### config.mk
export PLATFORM = sky130hd
export DESIGN_NAME = mem_access_stage
export DESIGN_NICKNAME = d
export VERILOG_FILES = /design/src/rtl/mem_stage_pkg.sv /design/src/rtl/mem_bus_fsm.sv /design/src/rtl/mem_access_stage.sv
export SDC_FILE = /design/constraint.sdc
export NUM_CORES = 1
export LEC_CHECK = 0
export CELL_PAD_IN_SITES_DETAIL_PLACEMENT = 2
export CELL_PAD_IN_SITES_GLOBAL_PLACEMENT = 2
export CORE_ASPECT_RATIO = 0.9
export CORE_MARGIN = 2
export CORE_UTILIZATION = 25
export CTS_BUF_LIST = sky130_fd_sc_hd__clkbuf_16
export DETAILED_ROUTE_END_ITERATION = 16
export PLACE_DENSITY = 0.91
export SYNTH_ARGS = -nofsm -noshare
export SYNTH_HDL_FRONTEND = slang
export SYNTH_SLANG_ARGS = --single-unit
### constraint.sdc
create_clock -name clk -period 2.22 [get_ports clk]
set_input_delay 0.222 -clock clk [delete_from_list [all_inputs] [get_ports clk]]
set_output_delay 0.222 -clock clk [all_outputs]
set_load 0.05 [all_outputs]
### src/rtl/mem_stage_pkg.sv
// rtl/mem_stage_pkg.sv - shared state type, default widths and timeout counter sizing for the MEM stage
package mem_stage_pkg;

    typedef enum logic [1:0] {
        IDLE = 2'd0,
        BUSY = 2'd1,
        DONE = 2'd2
    } mem_state_t;

    localparam int unsigned DEF_DATA_W         = 24;
    localparam int unsigned DEF_ADDR_W         = 24;
    localparam int unsigned DEF_DEST_W         = 4;
    localparam int unsigned DEF_TIMEOUT_CYCLES = 16;

    // The timeout counter only needs to reach TIMEOUT_CYCLES-1, so it never holds TIMEOUT_CYCLES itself
    function automatic int unsigned timeout_cnt_w(input int unsigned cycles);
        return (cycles < 2) ? 1 : $clog2(cycles);
    endfunction

endpackage

### src/rtl/mem_bus_fsm.sv
// rtl/mem_bus_fsm.sv - req/ack bus sequencer: state, bus output registers, read data, error flag (MEM_TIMEOUT_EN adds abort counter)
module mem_bus_fsm
    import mem_stage_pkg::*;
#(
    parameter int unsigned DATA_W         = DEF_DATA_W,
    parameter int unsigned ADDR_W         = DEF_ADDR_W,
    parameter int unsigned TIMEOUT_CYCLES = DEF_TIMEOUT_CYCLES
) (
    input  logic              clk,
    input  logic              rst,
    input  logic              i_read_en,
    input  logic              i_write_en,
    input  logic [ADDR_W-1:0] i_addr,
    input  logic [DATA_W-1:0] i_wdata,
    input  logic [DATA_W-1:0] i_mem_rdata,
    input  logic              i_mem_ack,
    output mem_state_t        o_state,
    output logic              o_mem_req,
    output logic              o_mem_we,
    output logic [ADDR_W-1:0] o_mem_addr,
    output logic [DATA_W-1:0] o_mem_wdata,
    output logic [DATA_W-1:0] o_rdata,
    output logic              o_error
);

    if (ADDR_W > DATA_W || TIMEOUT_CYCLES < 1) begin : g_bad_cfg
        $error("mem_bus_fsm: ADDR_W must not exceed DATA_W and TIMEOUT_CYCLES must be at least 1");
    end

    mem_state_t        r_state;
    mem_state_t        w_state_next;
    logic              r_mem_req;
    logic              r_mem_we;
    logic [ADDR_W-1:0] r_mem_addr;
    logic [DATA_W-1:0] r_mem_wdata;
    logic [DATA_W-1:0] r_rdata;
    logic              r_error;

    logic w_access;
    logic w_issue;
    logic w_complete;
    logic w_abort;
    logic w_timeout_hit;
    logic w_err_set;

    assign w_access = i_read_en | i_write_en;

`ifdef MEM_TIMEOUT_EN
    localparam int unsigned CNT_W = timeout_cnt_w(TIMEOUT_CYCLES);

    logic [CNT_W-1:0] r_cnt;

    // Count BUSY cycles since the request was issued; abort on the last allowed one
    always_ff @(posedge clk or negedge rst) begin
        if (!rst) begin
            r_cnt <= '0;
        end else if (w_issue) begin
            r_cnt <= '0;
        end else if (r_state == BUSY) begin
            r_cnt <= r_cnt + CNT_W'(1);
        end
    end

    assign w_timeout_hit = (r_cnt == CNT_W'(TIMEOUT_CYCLES - 1));
`else
    assign w_timeout_hit = 1'b0;
`endif

    // State register
    always_ff @(posedge clk or negedge rst) begin
        if (!rst) begin
            r_state <= IDLE;
        end else begin
            r_state <= w_state_next;
        end
    end

    // Next-state logic; an ack wins over a timeout landing in the same cycle
    always_comb begin
        w_state_next = r_state;
        w_issue      = 1'b0;
        w_complete   = 1'b0;
        w_abort      = 1'b0;
        case (r_state)
            IDLE: begin
                if (w_access) begin
                    w_issue      = 1'b1;
                    w_state_next = BUSY;
                end
            end
            BUSY: begin
                if (i_mem_ack) begin
                    w_complete   = 1'b1;
                    w_state_next = DONE;
                end else if (w_timeout_hit) begin
                    w_abort      = 1'b1;
                    w_state_next = DONE;
                end
            end
            DONE: begin
                w_state_next = IDLE;
            end
            default: begin
                w_state_next = IDLE;
            end
        endcase
    end

    // Conflicting read+write at issue, an ack outside BUSY, or a timeout all latch the sticky error
    assign w_err_set = (w_issue & i_read_en & i_write_en)
                     | (i_mem_ack & (r_state != BUSY))
                     | w_abort;

    // Bus output registers, captured read data and error flag
    always_ff @(posedge clk or negedge rst) begin
        if (!rst) begin
            r_mem_req   <= 1'b0;
            r_mem_we    <= 1'b0;
            r_mem_addr  <= '0;
            r_mem_wdata <= '0;
            r_rdata     <= '0;
            r_error     <= 1'b0;
        end else begin
            if (w_issue) begin
                r_mem_req   <= 1'b1;
                r_mem_we    <= i_write_en;
                r_mem_addr  <= i_addr;
                r_mem_wdata <= i_wdata;
            end
            if (w_complete) begin
                r_mem_req <= 1'b0;
                if (!r_mem_we) begin
                    r_rdata <= i_mem_rdata;
                end
            end
            if (w_abort) begin
                r_mem_req <= 1'b0;
                r_rdata   <= '0;
            end
            if (w_err_set) begin
                r_error <= 1'b1;
            end
        end
    end

    assign o_state     = r_state;
    assign o_mem_req   = r_mem_req;
    assign o_mem_we    = r_mem_we;
    assign o_mem_addr  = r_mem_addr;
    assign o_mem_wdata = r_mem_wdata;
    assign o_rdata     = r_rdata;
    assign o_error     = r_error;

endmodule

### src/rtl/mem_access_stage.sv
// rtl/mem_access_stage.sv - MEM pipeline stage: bus access, stall generation and writeback muxing (MEM_TIMEOUT_EN enables BUSY abort)
module mem_access_stage
    import mem_stage_pkg::*;
#(
    parameter int unsigned DATA_W         = DEF_DATA_W,
    parameter int unsigned ADDR_W         = DEF_ADDR_W,
    parameter int unsigned DEST_W         = DEF_DEST_W,
    parameter int unsigned TIMEOUT_CYCLES = DEF_TIMEOUT_CYCLES
) (
    input  logic              clk,
    input  logic              rst,
    input  logic              writeback_enable,
    input  logic              mem_read_enable,
    input  logic              mem_write_enable,
    input  logic [DEST_W-1:0] instruction_dest,
    input  logic [DATA_W-1:0] alu_result,
    input  logic [DATA_W-1:0] write_data,
    output logic              mem_req,
    output logic              mem_we,
    output logic [ADDR_W-1:0] mem_addr,
    output logic [DATA_W-1:0] mem_wdata,
    input  logic [DATA_W-1:0] mem_rdata,
    input  logic              mem_ack,
    output logic              stall_out,
    output logic              writeback_enable_out,
    output logic [DEST_W-1:0] instruction_dest_out,
    output logic [DATA_W-1:0] writeback_data_out,
    output logic              mem_error_out
);

    mem_state_t        w_state;
    logic [DATA_W-1:0] w_rdata;
    logic              w_access;
    logic              w_stall;
    logic [DATA_W-1:0] w_wb_data;

    assign w_access = mem_read_enable | mem_write_enable;

    mem_bus_fsm #(
        .DATA_W         (DATA_W),
        .ADDR_W         (ADDR_W),
        .TIMEOUT_CYCLES (TIMEOUT_CYCLES)
    ) u_bus_fsm (
        .clk         (clk),
        .rst         (rst),
        .i_read_en   (mem_read_enable),
        .i_write_en  (mem_write_enable),
        .i_addr      (alu_result[ADDR_W-1:0]),
        .i_wdata     (write_data),
        .i_mem_rdata (mem_rdata),
        .i_mem_ack   (mem_ack),
        .o_state     (w_state),
        .o_mem_req   (mem_req),
        .o_mem_we    (mem_we),
        .o_mem_addr  (mem_addr),
        .o_mem_wdata (mem_wdata),
        .o_rdata     (w_rdata),
        .o_error     (mem_error_out)
    );

    // Stall while an access is pending; in DONE a load returns captured data (mem_we still holds the op type)
    always_comb begin
        w_stall   = 1'b0;
        w_wb_data = alu_result;
        case (w_state)
            IDLE: w_stall = w_access;
            BUSY: w_stall = 1'b1;
            DONE: begin
                if (!mem_we) begin
                    w_wb_data = w_rdata;
                end
            end
            default: w_stall = 1'b0;
        endcase
    end

    // Reset releases the upstream pipeline immediately, even with an access still presented
    assign stall_out            = rst & w_stall;
    assign writeback_data_out   = w_wb_data;
    assign writeback_enable_out = writeback_enable;
    assign instruction_dest_out = instruction_dest;

endmodule

* Word-level counts from Yosys, hierarchy flattened
Cells that the tools add are included.
Widths: inputs -> output; s select.
** Storage, ports and cells
- Register bits after elaboration :: 77
- Input port bits :: 82
- Output and inout port bits :: 81
- Logic and storage cells :: 35
** Cells by class
- Eq/ne operators :: 5
- Mux-type cells :: 12
- Bitwise operators :: 7
- Reduce and logical (&&, ||, !) cells :: 4
** Operator list (number)
- $mux 24 :: 2
- $mux 1 :: 6
- $and 1x1->1 :: 4
- $mux 2 :: 2
- $ne 2x1->1 const B :: 2
- $pmux 2 s2 :: 1
- $reduce_and 2->1 :: 2
- $eq 2x1->1 const B :: 1
- $eq 2x2->1 const B :: 1
- $logic_not 2->1 :: 1
- $ne 2x2->1 const B :: 1
- $or 1x1->1 :: 2
- $pmux 1 s2 :: 1
- $reduce_bool 2->1 :: 1
- $not 1->1 :: 1

* Depth between registers and ports, before layout
Gate-level depths: netlist of the first run.
- Depth in word-level cells :: 6
- Depth in mapped cells :: 5
- Gate-level depth less buffers :: 3

* Cells and area by module
Synthesis of the first run repeated with hierarchy kept, for this count alone.
** Unflattened totals
- Cells, all modules :: 206
- Area total of the unflattened synthesis :: 3259.4 sq um
** By module, submodules not included
- mem_bus_fsm :: instances 1, cells an instance 172, area each 2897.8 sq um, sequential area each 1926.8 sq um
- mem_access_stage :: instances 1, cells an instance 34, area each 361.6 sq um, sequential area each 0.0 sq um

* Least setup slack after synthesis of the first run
No wires, ideal clock.
- Path kind :: register -> output
- From :: register u_bus_fsm.r_mem_we (netlist: u_bus_fsm.o_mem_we)
- To :: output port writeback_data_out[10]
- Arrival :: 1.711 ns
- Data required time :: 1.998 ns
- Setup slack :: 0.287 ns
- Cell stages (with the launch flop) :: 4
- Buffers on the path :: 1
- Cells stage by stage :: dfrtp_1 -> nor3b_2 -> buf_4 -> mux2_2
** On the way
- Word-level cells in the longest chain between the ends :: 2
** RTL lines
- start: declaration :: RTL line mem_bus_fsm.sv:33 : logic r_mem_we;
- start signal: assignment :: RTL line mem_bus_fsm.sv:126 : r_mem_we <= i_write_en;
- $mux 24 :: RTL line mem_access_stage.sv:69 : if (!mem_we) begin
- $mux 24 :: RTL line mem_access_stage.sv:65 : case (w_state)
- end: declaration :: RTL line mem_access_stage.sv:27 : output logic [DATA_W-1:0] writeback_data_out,
Every way passes these cells.

* Worst setup path in the final report of the first run
- From :: register u_bus_fsm.r_mem_we (netlist: u_bus_fsm.o_mem_we)
- To :: output port writeback_data_out[14]
The elaborated chain is that of the path after synthesis.

==> results of run 1 <==
==> flip-flops by register name, summed over array words and instances (netlist names) <==
signal                 flops
u_bus_fsm.o_rdata         24
u_bus_fsm.o_mem_req        1
u_bus_fsm.o_state          2
u_bus_fsm.o_mem_addr      24
u_bus_fsm.o_mem_wdata     24
u_bus_fsm.o_error          1
u_bus_fsm.o_mem_we         1
==> layout make-up <==
cell class,instances,area share
repair buffers,161,0.295
flip-flops and latches,77,0.369
well taps,164,0.0393
multi-input cells,113,0.232
inverters,1,0.000718
clock buffers,9,0.0431
clock inverters,7,0.0218
==> where the power goes <==
group / switching (mW) / internal (mW)
clock: 0.574 / 1.09
sequential: 0.403 / 2.09
combinational: 2.54 / 1.64
==> placed cells by master, fill, tap and decap left out, drive strengths merged <==
cell type,instances
a211oi,1
a21oi,1
a22o,1
buf,34
bufinv,3
clkbuf,9
clkdlybuf4s50,126
clkinv,2
clkinvlp,2
dfrtp,77
dlygate4sd3,1
inv,1
mux2,96
nand2,2
nand2b,2
nand3,2
nor2,2
nor3,2
nor3b,2
o21ai,2
==> Yosys cell counts <==
cell       n
mux2_2    96
dfrtp_1   77
buf_4      9
buf_2      4
nand2_1    2
nand2b_1   2
nand3_1    2
a211oi_1   1
a21oi_1    1
a22o_1     1
buf_6      1
inv_1      1
nor2_1     1
nor2_2     1
nor3_1     1
nor3_4     1
nor3b_1    1
nor3b_2    1
o21ai_0    1
o21ai_2    1
==> final timing paths <==
check,from,endpoint,slack [ns],cells past startpoint
setup / recovery,u_bus_fsm.o_mem_we,writeback_data_out[14],0.10,4
hold / removal,instruction_dest[3],instruction_dest_out[3],0.44,0
setup reg to reg,u_bus_fsm.o_state[1],u_bus_fsm.o_rdata[19],0.61,4
hold reg to reg,u_bus_fsm.o_error,u_bus_fsm.o_error,0.49,2
max in group asynchronous,rst,u_bus_fsm.o_rdata[5],1.27,3
min in group asynchronous,rst,u_bus_fsm.o_rdata[21],0.49,3
==> routing by layer <==
metal  wire length (um)  vias to the layer above  share of wire  global-route usage
met3                597                        9          0.061              0.0466
met5                  0                        -              0                   0
met4                113                        0          0.012              0.0508
li1                   -                     1044              -                   -
met2               5340                       77           0.55               0.264
met1               3710                     1192           0.38               0.170
==> logic make-up (layout without fill, tap and decap cells) <==
family / after synthesis / count (layout) / share of synthesized area
multiplexers: 96 / 96 / 0.335
AO/OA/AOI/OAI: 5 / 5 / 0.0109
buffers and inverters: 15 / 178 / 0.0318
flip-flops: 77 / 77 / 0.597
AND/OR/NAND/NOR: 12 / 12 / 0.0252
==> repair_timing <==
action	in CTS	in global routing
gates resized for setup	0	0
hold endpoints to repair	32	0
hold buffers	1	0
==> stage by stage <==
stage,power (mW),hold slack [ns],setup slack (ns),util
2_1_floorplan,5.21,-0.0736,0.287,-
3_3_place_gp,6.56,0.288,0.455,0.386
4_1_cts,8.47,0.444,0.0719,0.413
3_5_place_dp,6.73,0.293,0.348,0.386
6_report,8.33,0.444,0.104,0.413
5_1_grt,8.74,0.444,0.00642,0.413
==> impl_metrics.py, run 1 <==
metrics = {
    "status": {
        "status": "completed",
    },
    "worst_setup_path": {
        "critPathKind": "reg2out",
        "critical-path-max-stage-delay_ns": 0.47,
        "critPathBufInv": 2,
        "required_ns": 2.00,
        "crit_chain": "nor3b_4 > buf_4 > mux2_2 > buf_4",
        "worstSetupStartpointType": "register",
        "cpMaxStageDelayCell": "dfrtp_1",
        "critical-path-top-delay-family": "buffers and inverters",
        "cp-end-kind": "primary output",
        "arrival_ns": 1.89,
        "worst-path-max-fanout": 13,
        "path_common_cell": "buf_4",
    },
    "die": {
        "die_w_um": 124,
        "num_rows": 39,
        "die_area_um2": 13800,
        "core_area_um2": 12600,
        "ios": 163,
        "fp.dieH_um": 112,
        "start_util": 0.255,
    },
    "drt": {
        "drtIter0Drc": 48,
        "vias": 2322,
        "drt_wl_total_mm": 9.75,
        "wl_per_cell_um": 18.3,
        "antenna_left": 0,
        "firstDrtPassIters": 3,
        "drc": 0,
        "vias_per_cell": 4.36,
    },
    "sta": {
        "finalSetupViolCount": 0,
        "post-route-period-util": 0.953,
        "layout_min_cycle_time_ns": 2.12,
        "tns_ns": 0,
        "hold_violations": 0,
        "fmax_mhz": 472,
        "fin_skew_ns": 0.00640,
        "worst_pin_slew_ns": 0.584,
        "drv_slew": 0,
        "rsz0062_at_grt": "false",
        "relSlewSlack": 0.611,
    },
    "grt": {
        "grt_overflow_total": 0,
        "track_usage": 0.150,
        "grt_max_degree": 46,
        "grt_first_pass_wirelength_mm": 15.4,
        "first_global_vias": 2756,
        "antenna_found_initial": 0,
    },
    "clocking": {
        "clock_sinks": 77,
        "path_clk_slew_ns": 0.06,
        "insertion_delay_ns": 0.33,
        "htreeDepth": 3,
        "cts_max_path_buffers": 2,
        "cts_root_buf": "clkbuf_16",
        "cts_setup_buffers": 0,
        "cts_tree": "built",
        "cts_made_buffers": 9,
    },
    "job": {
        "maxCapViolCount": 0,
    },
    "power": {
        "cellPowerDensity_nw_per_um2": 1590,
        "ir_drop_uv": 827,
        "p_leak_nw": 2.14,
    },
    "yosys": {
        "ys_types": 20,
        "syn-num-nets": 287,
        "synth-seq-cells": 77,
        "syn_area_per_cell_um2": 15.7,
        "synth_area_leaders": "dfrtp_1 (60%), mux2_2 (34%), buf_4 (2.1%)",
        "synth_top_area_frac": 0.597,
        "syn_inst": 205,
        "yosysSeqAreaShare": 0.597,
        "netlist_area_um2": 3230,
        "synth_top_area_cell": "dfrtp_1",
        "synth-warning-count": 0,
    },
    "layout": {
        "design_area_um2": 5230,
        "seq_area_um2": 1930,
        "final_layout_size_suffix_gt1_frac": 0.405,
        "syn_to_final_growth_pct": 61.9,
        "multiInputGateArea_um2": 1210,
        "fillers": 1263,
        "fin_nets": 445,
        "final_cells": 532,
        "antennaDiodeCount": 0,
    },
    "placed_design": {
        "placedCellCount": 515,
        "place_congestion": 0.732,
        "numPortBuffers": 152,
        "placed_area_um2": 4880,
        "hpwl_mm": 7.35,
    },
    "hold_path": {
        "min_path_type": "in2out",
    },
}
Power figures use the tool's default switching activity.
==> run 2, diff against run 1 <==
--- a/config.mk
+++ b/config.mk
@@ -12,7 +12,9 @@
 export CORE_UTILIZATION = 25
 export CTS_BUF_LIST = sky130_fd_sc_hd__clkbuf_16
 export DETAILED_ROUTE_END_ITERATION = 16
+export GPL_TIMING_DRIVEN = 0
 export PLACE_DENSITY = 0.91
+export SETUP_SLACK_MARGIN = 0.2
 export SYNTH_ARGS = -nofsm -noshare
 export SYNTH_HDL_FRONTEND = slang
 export SYNTH_SLANG_ARGS = --single-unit
==> run 2 against run 1 <==
  * The run now ends with negative hold slack left
  * Final area grew 4.5%
  * Largest cell class unchanged
  * First-iteration DRC count fell by 8.3%
  * Maximum frequency grew 5.3%
  * Largest power group unchanged
  * Worst hold slack worse by 0.45 ns
  * Non-clock buffer count increased by 22
  * Register-to-register slack worse by 0.27 ns
==> impl_metrics.py, run 2 (same netlist as run 1, synthesis figures left out) <==
metrics = {
    "clocking": {
        "cts_root_buf": "clkbuf_16",
        "htreeDepth": 3,
        "cts_tree": "built",
        "insertion_delay_ns": 0.34,
        "cts_made_buffers": 9,
        "path_clk_slew_ns": 0.06,
        "clock_sinks": 77,
        "cts_max_path_buffers": 2,
    },
    "sta": {
        "worst_slack_ns": 0.210,
        "relSlewSlack": 0.638,
        "layout_min_cycle_time_ns": 2.01,
        "timing.hold.ws_ns": -0.00789,
        "worst_pin_slew_ns": 0.541,
        "finalSetupViolCount": 0,
        "hold_violations": 12,
        "fmax_mhz": 497,
        "fin_skew_ns": 0.00712,
        "post-route-period-util": 0.906,
        "drv_slew": 0,
        "rsz0062_at_grt": "true",
    },
    "drt": {
        "drt_wl_total_mm": 10.3,
        "drtIter0Drc": 44,
        "wl_per_cell_um": 18.5,
        "firstDrtPassIters": 2,
        "antenna_left": 0,
        "vias_per_cell": 4.33,
        "vias": 2401,
        "drc": 0,
    },
    "layout": {
        "fillers": 1238,
        "final_cell_mix": "clkdlybuf4s50_1 (131), mux2_2 (96), dfrtp_1 (74), buf_6 (23), buf_4 (15)",
        "final_layout_size_suffix_gt1_frac": 0.418,
        "syn_to_final_growth_pct": 69.3,
        "fin_nets": 467,
        "final_core_util": 0.432,
        "final_cells": 554,
        "design_area_um2": 5460,
        "final_common_cell": "clkdlybuf4s50_1",
        "antennaDiodeCount": 0,
    },
    "worst_setup_path": {
        "worstSetupStartpointType": "register",
        "cp-end-kind": "primary output",
        "critPathKind": "reg2out",
        "required_ns": 2.00,
        "rrSetupSlack_ns": 0.34,
        "worst-path-max-fanout": 10,
        "arrival_ns": 1.79,
    },
    "power": {
        "p_leak_nw": 2.27,
        "internal-power_mw": 4.56,
        "cellPowerDensity_nw_per_um2": 1480,
        "p_sw_frac": 0.436,
        "p_clk_frac": 0.157,
        "ir_drop_uv": 802,
        "p_sw_mw": 3.53,
        "p_seq_frac": 0.304,
        "combPwrFrac": 0.539,
    },
    "hold_path": {
        "min_path_type": "in2async",
    },
    "die": {
        "ios": 163,
        "core_area_um2": 12600,
        "num_rows": 39,
        "start_util": 0.255,
        "fp.dieH_um": 112,
        "die_area_um2": 13800,
        "die_w_um": 124,
    },
    "grt": {
        "grt_overflow_total": 0,
        "track_usage": 0.157,
        "grt_first_pass_wirelength_mm": 16.1,
        "first_global_vias": 2869,
        "antenna_found_initial": 0,
        "grt_max_degree": 54,
    },
    "placed_design": {
        "numPortBuffers": 157,
        "dp_slack_ns": -0.469,
        "hpwl_mm": 7.58,
        "placedCellCount": 527,
        "placed_area_um2": 5030,
        "place_congestion": 0.748,
    },
    "status": {
        "violations": "negative hold slack",
        "status": "complete, but fails checks",
    },
    "job": {
        "maxCapViolCount": 0,
    },
}
-- run 2: layout make-up --
class,count,area [um2],area share
multi-input cells,113,1200,0.220
flip-flops and latches,77,1930,0.353
clock buffers,9,225,0.0412
well taps,164,205,0.0376
inverters,1,3.75,0.000687
clock inverters,7,27.5,0.00504
repair buffers,169,1740,0.319
plain buffers,14,124,0.0227
-- run 2: what timing repair did --
item                                    4_1_cts  5_1_grt
pin swaps                                     1        1
hold endpoints to repair                     24        0
hold buffers                                  4        0
endpoints found under the setup margin       25       21
buffers inserted                              6        1
resized for setup                           149       29
-- run 2: final timing paths --
check,end,from,cells after the start
setup / recovery,writeback_data_out[18],u_bus_fsm.o_mem_we,5
hold / removal,u_bus_fsm.o_mem_wdata[1],rst,3
setup reg to reg,u_bus_fsm.o_rdata[11],u_bus_fsm.o_state[1],5
hold reg to reg,u_bus_fsm.o_error,u_bus_fsm.o_error,2
max in group asynchronous,u_bus_fsm.o_mem_wdata[6],rst,4
min in group clk,u_bus_fsm.o_error,u_bus_fsm.o_error,2
-- run 2: routing by layer --
| metal | GRT usage | share of wire | up-vias |
|---|---|---|---|
| met5 | 0 | 0 | - |
| met4 | 0.0591 | 0.020 | 0 |
| met3 | 0.0564 | 0.069 | 17 |
| met2 | 0.282 | 0.54 | 86 |
| met1 | 0.167 | 0.37 | 1214 |
| li1 | - | - | 1084 |
-- run 2: worst max-delay path, cell delays in order, from the launching register on --
cell	delay, ns
dfrtp_2	0.42
nor3b_4	0.22
buf_6	0.15
buf_12	0.13
mux2_2	0.36
buf_6	0.16
-- run 2: through the flow --
stage / total power, mW / TNS [ns]
CTS: 8.17 / 0
finish: 8.09 / 0
global route: 8.49 / 0
floorplan: 5.21 / 0
detailed placement: 6.78 / -9.45
global placement: 6.62 / -157.22
-- run 2: power groups by stage --
stage,Sequential [mW],Clock [mW],Combinational [mW]
3_5_place_dp,2.49,0,4.29
2_1_floorplan,4.02,0,1.19
5_1_grt,2.56,1.39,4.55
3_3_place_gp,2.43,0,4.19
4_1_cts,2.47,1.34,4.36
6_report,2.46,1.27,4.36
==> run 3, diff against run 2 <==
--- a/config.mk
+++ b/config.mk
@@ -11,6 +11,7 @@
 export CORE_MARGIN = 2
 export CORE_UTILIZATION = 25
 export CTS_BUF_LIST = sky130_fd_sc_hd__clkbuf_16
+export CTS_CLUSTER_DIAMETER = 30
 export DETAILED_ROUTE_END_ITERATION = 16
 export GPL_TIMING_DRIVEN = 0
 export PLACE_DENSITY = 0.91
==> results of run 3 <==
Same layout as run 2: the final DEF is identical, and so are final timing and power.
